[src/rtl/adc_spi_rx.sv]
// SPI read-back master for a 16-bit ADC: convst pulse, cs/sck generation, MSB-first capture.
// Latency: data_valid fires T_CONV + 34*CLK_DIV clk edges after the edge that samples start.
// No backpressure: start is dropped while busy; key_state low aborts and clears everything.
module adc_spi_rx #(
  parameter int CLK_DIV = 4,
  parameter int T_CONV  = 50
) (
  input  logic        clk,
  input  logic        rst_n,
  input  logic        key_state,
  input  logic        start,
  input  logic        sdo,
  output logic        convst,
  output logic        cs,
  output logic        sck,
  output logic [4:0]  cnt_sck,
  output logic [15:0] data_out,
  output logic        data_valid,
  output logic        busy
);

  localparam logic [2:0] IDLE  = 3'd0;
  localparam logic [2:0] CONV  = 3'd1;
  localparam logic [2:0] SETUP = 3'd2;
  localparam logic [2:0] SHIFT = 3'd3;
  localparam logic [2:0] HOLD  = 3'd4;

  // Phase counter must reach the longer of the conversion wait and the sck half-period.
  localparam int CW = $clog2((T_CONV > CLK_DIV) ? T_CONV : CLK_DIV) + 1;
  localparam logic [CW-1:0] CONV_LAST = CW'(T_CONV - 1);
  localparam logic [CW-1:0] DIV_LAST  = CW'(CLK_DIV - 1);

  logic [2:0]    state;
  logic [CW-1:0] phase;
  logic [15:0]   shreg;
  logic          div_last;

  assign div_last = (phase == DIV_LAST);
  assign busy     = (state != IDLE);

  // Frame sequencer: every output is a register so cs/sck/convst are glitch-free.
  always_ff @(posedge clk or negedge rst_n) begin
    if (!rst_n) begin
      state      <= IDLE;
      phase      <= '0;
      shreg      <= '0;
      convst     <= 1'b0;
      cs         <= 1'b1;
      sck        <= 1'b0;
      cnt_sck    <= '0;
      data_out   <= '0;
      data_valid <= 1'b0;
    end else if (!key_state) begin
      // Disable discards any partial frame and wipes the last sample.
      state      <= IDLE;
      phase      <= '0;
      shreg      <= '0;
      convst     <= 1'b0;
      cs         <= 1'b1;
      sck        <= 1'b0;
      cnt_sck    <= '0;
      data_out   <= '0;
      data_valid <= 1'b0;
    end else begin
      data_valid <= 1'b0;
      case (state)
        IDLE: begin
          cs  <= 1'b1;
          sck <= 1'b0;
          if (start) begin
            state  <= CONV;
            convst <= 1'b1;
            phase  <= '0;
          end
        end
        CONV: begin
          // convst spans the first two CONV cycles; T_CONV >= 3 guarantees it drops here.
          if (phase == CW'(1)) convst <= 1'b0;
          if (phase == CONV_LAST) begin
            cs    <= 1'b0;
            state <= SETUP;
            phase <= '0;
          end else begin
            phase <= phase + CW'(1);
          end
        end
        SETUP: begin
          if (div_last) begin
            state <= SHIFT;
            phase <= '0;
          end else begin
            phase <= phase + CW'(1);
          end
        end
        SHIFT: begin
          if (div_last) begin
            phase <= '0;
            sck   <= ~sck;
            if (!sck) begin
              // Rising toggle: sdo has been stable for a full half-period since the fall.
              shreg   <= {shreg[14:0], sdo};
              cnt_sck <= cnt_sck + 5'd1;
            end else if (cnt_sck == 5'd16) begin
              state <= HOLD;
            end
          end else begin
            phase <= phase + CW'(1);
          end
        end
        HOLD: begin
          if (div_last) begin
            cs         <= 1'b1;
            data_out   <= shreg;
            data_valid <= 1'b1;
            cnt_sck    <= '0;
            state      <= IDLE;
            phase      <= '0;
          end else begin
            phase <= phase + CW'(1);
          end
        end
        default: begin
          state <= IDLE;
          phase <= '0;
        end
      endcase
    end
  end

endmodule

[config.mk]
export PLATFORM = sky130hd
export DESIGN_NAME = adc_spi_rx
export DESIGN_NICKNAME = d
export VERILOG_FILES = /design/src/rtl/adc_spi_rx.sv
export SDC_FILE = /design/constraint.sdc
export NUM_CORES = 1
export LEC_CHECK = 0
export CAP_MARGIN = 5
export CORE_AREA = 3 3 71 73
export CTS_BUF_LIST = sky130_fd_sc_hd__clkbuf_16
export DETAILED_ROUTE_END_ITERATION = 10
export DIE_AREA = 0 0 74 76
export PLACE_DENSITY = 0.78
export SYNTH_ARGS = -nofsm -noshare
export SYNTH_HDL_FRONTEND = slang
export SYNTH_SLANG_ARGS = --single-unit
[constraint.sdc]
create_clock -name clk -period 2.6 [get_ports clk]
set_clock_uncertainty 0.15 [all_clocks]
set_input_delay 0.39 -clock clk [delete_from_list [all_inputs] [get_ports clk]]
set_output_delay 0.39 -clock clk [all_outputs]
set_load 0.005 [all_outputs]
==> results of run 1 <==
flip-flops by register name, summed over array words and instances (netlist names):
register	flops
data_out	16
shreg	16
phase	7
cnt_sck	5
state	3
convst	1
cs	1
data_valid	1
sck	1
cells in the final DEF (no fill, tap or decap), types with 3 or more instances in the layout:
| master | n |
|---|---|
| o21ai_0 | 13 |
| ha_1 | 4 |
| nor2b_1 | 16 |
| mux2i_1 | 16 |
| a22o_1 | 12 |
| dfrtp_1 | 50 |
| nor3_1 | 5 |
| nand3_1 | 8 |
| or2_2 | 3 |
| nor2_1 | 8 |
| inv_1 | 10 |
| o32ai_1 | 4 |
| nand2_1 | 23 |
| a21oi_1 | 4 |
| buf_4 | 7 |
| clkbuf_16 | 5 |
| clkdlybuf4s50_1 | 29 |
layout make-up:
class                   count  area [µm²]
clock buffers               5       125.1
clock inverters             3       37.54
multi-input cells         154        1061
fillers                   352        1470
inverters                   8       30.03
well taps                  52       65.06
flip-flops and latches     51        1277
repair buffers             37       347.8
metrics by stage:
stage | hold WS (ns) | instance area, µm² | power, mW | std cells | util [%]
2_1_floorplan | -0.05559 | 2446 | 0.8839 | 227 | -
3_3_place_gp | 0.3207 | 2781 | 0.9287 | 302 | 63.01
3_5_place_dp | 0.3207 | 2781 | 0.9314 | 302 | 63.01
4_1_cts | 0.09451 | 2944 | 1.648 | 310 | 66.70
5_1_grt | 0.1021 | 2944 | 1.696 | 310 | 66.70
6_report | 0.05464 | 2944 | 1.633 | 310 | 66.70
routing by layer:
metal,part of all wire [%],routed length (µm),up-vias
li1,-,-,875
met1,46,2343,893
met2,48,2447,44
met3,4.4,222,4
met4,0.75,38,0
met5,0,0,-
power breakdown:
part | internal, mW | switching, mW | total, mW
combinational | 0.0439 | 0.0595 | 0.103
sequential | 0.799 | 0.0121 | 0.812
clock | 0.447 | 0.271 | 0.718
kinds of logic (layout without fill, tap and decap cells):
kind of cell | count (synthesis) | count (layout) | synth area share (%)
simple gates | 86 | 86 | 20.72
flops | 51 | 51 | 52.23
compound gates | 48 | 48 | 14.07
buf+inv | 22 | 53 | 4.399
mux | 16 | 16 | 6.547
fa+ha+maj | 4 | 4 | 2.046
worst paths after layout:
check / startpoint / to / slack, ns / cells after the start
setup / recovery: state[1] / busy / 0.28 / 2
hold / removal: rst_n / phase[3] / 0.05 / 2
setup reg to reg: phase[1] / phase[3] / 0.33 / 7
hold reg to reg: data_out[14] / data_out[14] / 0.33 / 2
max in group asynchronous: rst_n / cnt_sck[3] / 1.82 / 2
min in group clk: data_out[14] / data_out[14] / 0.33 / 2
==> flow_metrics.env, run 1 <==
export IMPL_status="finished, final reports clean"
export IMPL_finalHoldViolations=0
export IMPL_syn_cell_area_um2=2446
export IMPL_cts_max_level=2
export IMPL_grt_ovfl_total=0
export IMPL_initialDrtViolationCount=134
export IMPL_grt_max_degree=52
export IMPL_cts_clk_slew_worst_paths_ns=0.06
export IMPL_crit_required_ns=2.06
export IMPL_areaGrowthSynthToFinish_pct=20.36
export IMPL_clk_path_buf_depth=2
export IMPL_drive_gt1_share_pct=11.24
export IMPL_p_per_area_nw_per_um2=554.8
export IMPL_grt_use_met2_pct=30.05
export IMPL_critPathArrivalTime_ns=1.78
export IMPL_cts_sinks=51
export IMPL_cpPeakStageDelay_ns=0.59
export IMPL_io_buffers=30
export IMPL_final_nets=266
export IMPL_cp_slowest_cell="dfrtp_1"
export IMPL_hold_class="input pin to asynchronous set/reset pin"
export IMPL_fin_ws_ns=0.2815
export IMPL_rsz0062_at_grt="no"
export IMPL_core_um2=4414
export IMPL_cts_buffers_inserted=5
export IMPL_worst_setup_path_end_kind="output pin"
export IMPL_drc=0
export IMPL_chipWidth_um=74
export IMPL_synth_ff_type="dfrtp_1"
export IMPL_yosysMostFrequentCell="dfrtp_1"
export IMPL_place_gp_congestion=0.8473
export IMPL_relSlewSlack_pct=57.99
export IMPL_cts_setup_buffers=0
export IMPL_worstMarginPinSlew_ns=0.6302
export IMPL_synth_edf_count=0
export IMPL_grt_use_total_pct=19.68
export IMPL_hpwl_mm=3.404
export IMPL_ys_seq_area_share_pct=52.23
export IMPL_vias=1816
export IMPL_syn_inst=227
export IMPL_antenna_left=0
export IMPL_fmax_mhz=431.3
export IMPL_min_period_ns=2.318
export IMPL_setup_viol=0
export IMPL_viasPerCell=5.858
export IMPL_synth_common_cells="dfrtp_1 (50), nand2_1 (23), mux2i_1 (16), nor2b_1 (16), o21ai_0 (13)"
export IMPL_die_area_um2=5624
export IMPL_busiest_layer="met2"
export IMPL_ir_worst_vdd_v=0.0003253
export IMPL_post_synth_num_cell_types=52
export IMPL_cp_top_family="flip-flops"
export IMPL_die_h_um=76
export IMPL_crit_fanout=17
export IMPL_fin_crit_sh_pct=89.17
export IMPL_grt_pass1_vias=1782
export IMPL_start_util_pct=55.41
export IMPL_synth_seq_cells=51
export IMPL_grt_pass1_wl_mm=8.700
export IMPL_cp_num_buf_inv=1
export IMPL_synth_top_area_share_pct=51.15
export IMPL_clk_latency_ns=0.29
export IMPL_rows=24
export IMPL_critPathKind="register to output pin"
export IMPL_critPathLaunchType="register"
export IMPL_firstDrtPassIters=4
export IMPL_antennaDiodeCount=0
export IMPL_synth_nets=236
export IMPL_drt_total_wl_mm=5.051
export IMPL_cts_root_buffer="clkbuf_16"
export IMPL_cts_tree="built"
export IMPL_yosysWarnings=0
export IMPL_grtUsageMet1_pct=28.44
export IMPL_ios=31
export IMPL_drt_wirelength_per_cell_um=16.29
export IMPL_cap_viol_max_count=0
export IMPL_use_met3_pct=4.354
export IMPL_antenna_found_initial=0
export IMPL_worstPathCellList="or3_1 > clkdlybuf4s50_1"
export IMPL_p_leak_nw=1.367
export IMPL_yosys_area_top_type="dfrtp_1"
export IMPL_timing_final_max_slew_violations=0
export IMPL_synth_avg_cell_area_um2=10.78
export IMPL_place_worst_setup_slack_ns=0.3519
export IMPL_synth_top_cells_by_area="dfrtp_1 (51%), mux2i_1 (6.5%), a22o_1 (4.3%)"
export IMPL_cts_resized=0
export IMPL_tns_ns=0
export IMPL_cts_hold_buffers=0
export IMPL_synth_async_reset_ratio_pct=100.0
Note: power is estimated with default switching activity, not from simulation.
==> inputs of run 2 (changes only) <==
Settings changed: GPL_ROUTABILITY_DRIVEN set to 0.
==> results of run 2 <==
No change in the layout: final DEF, timing and power equal those of run 1.
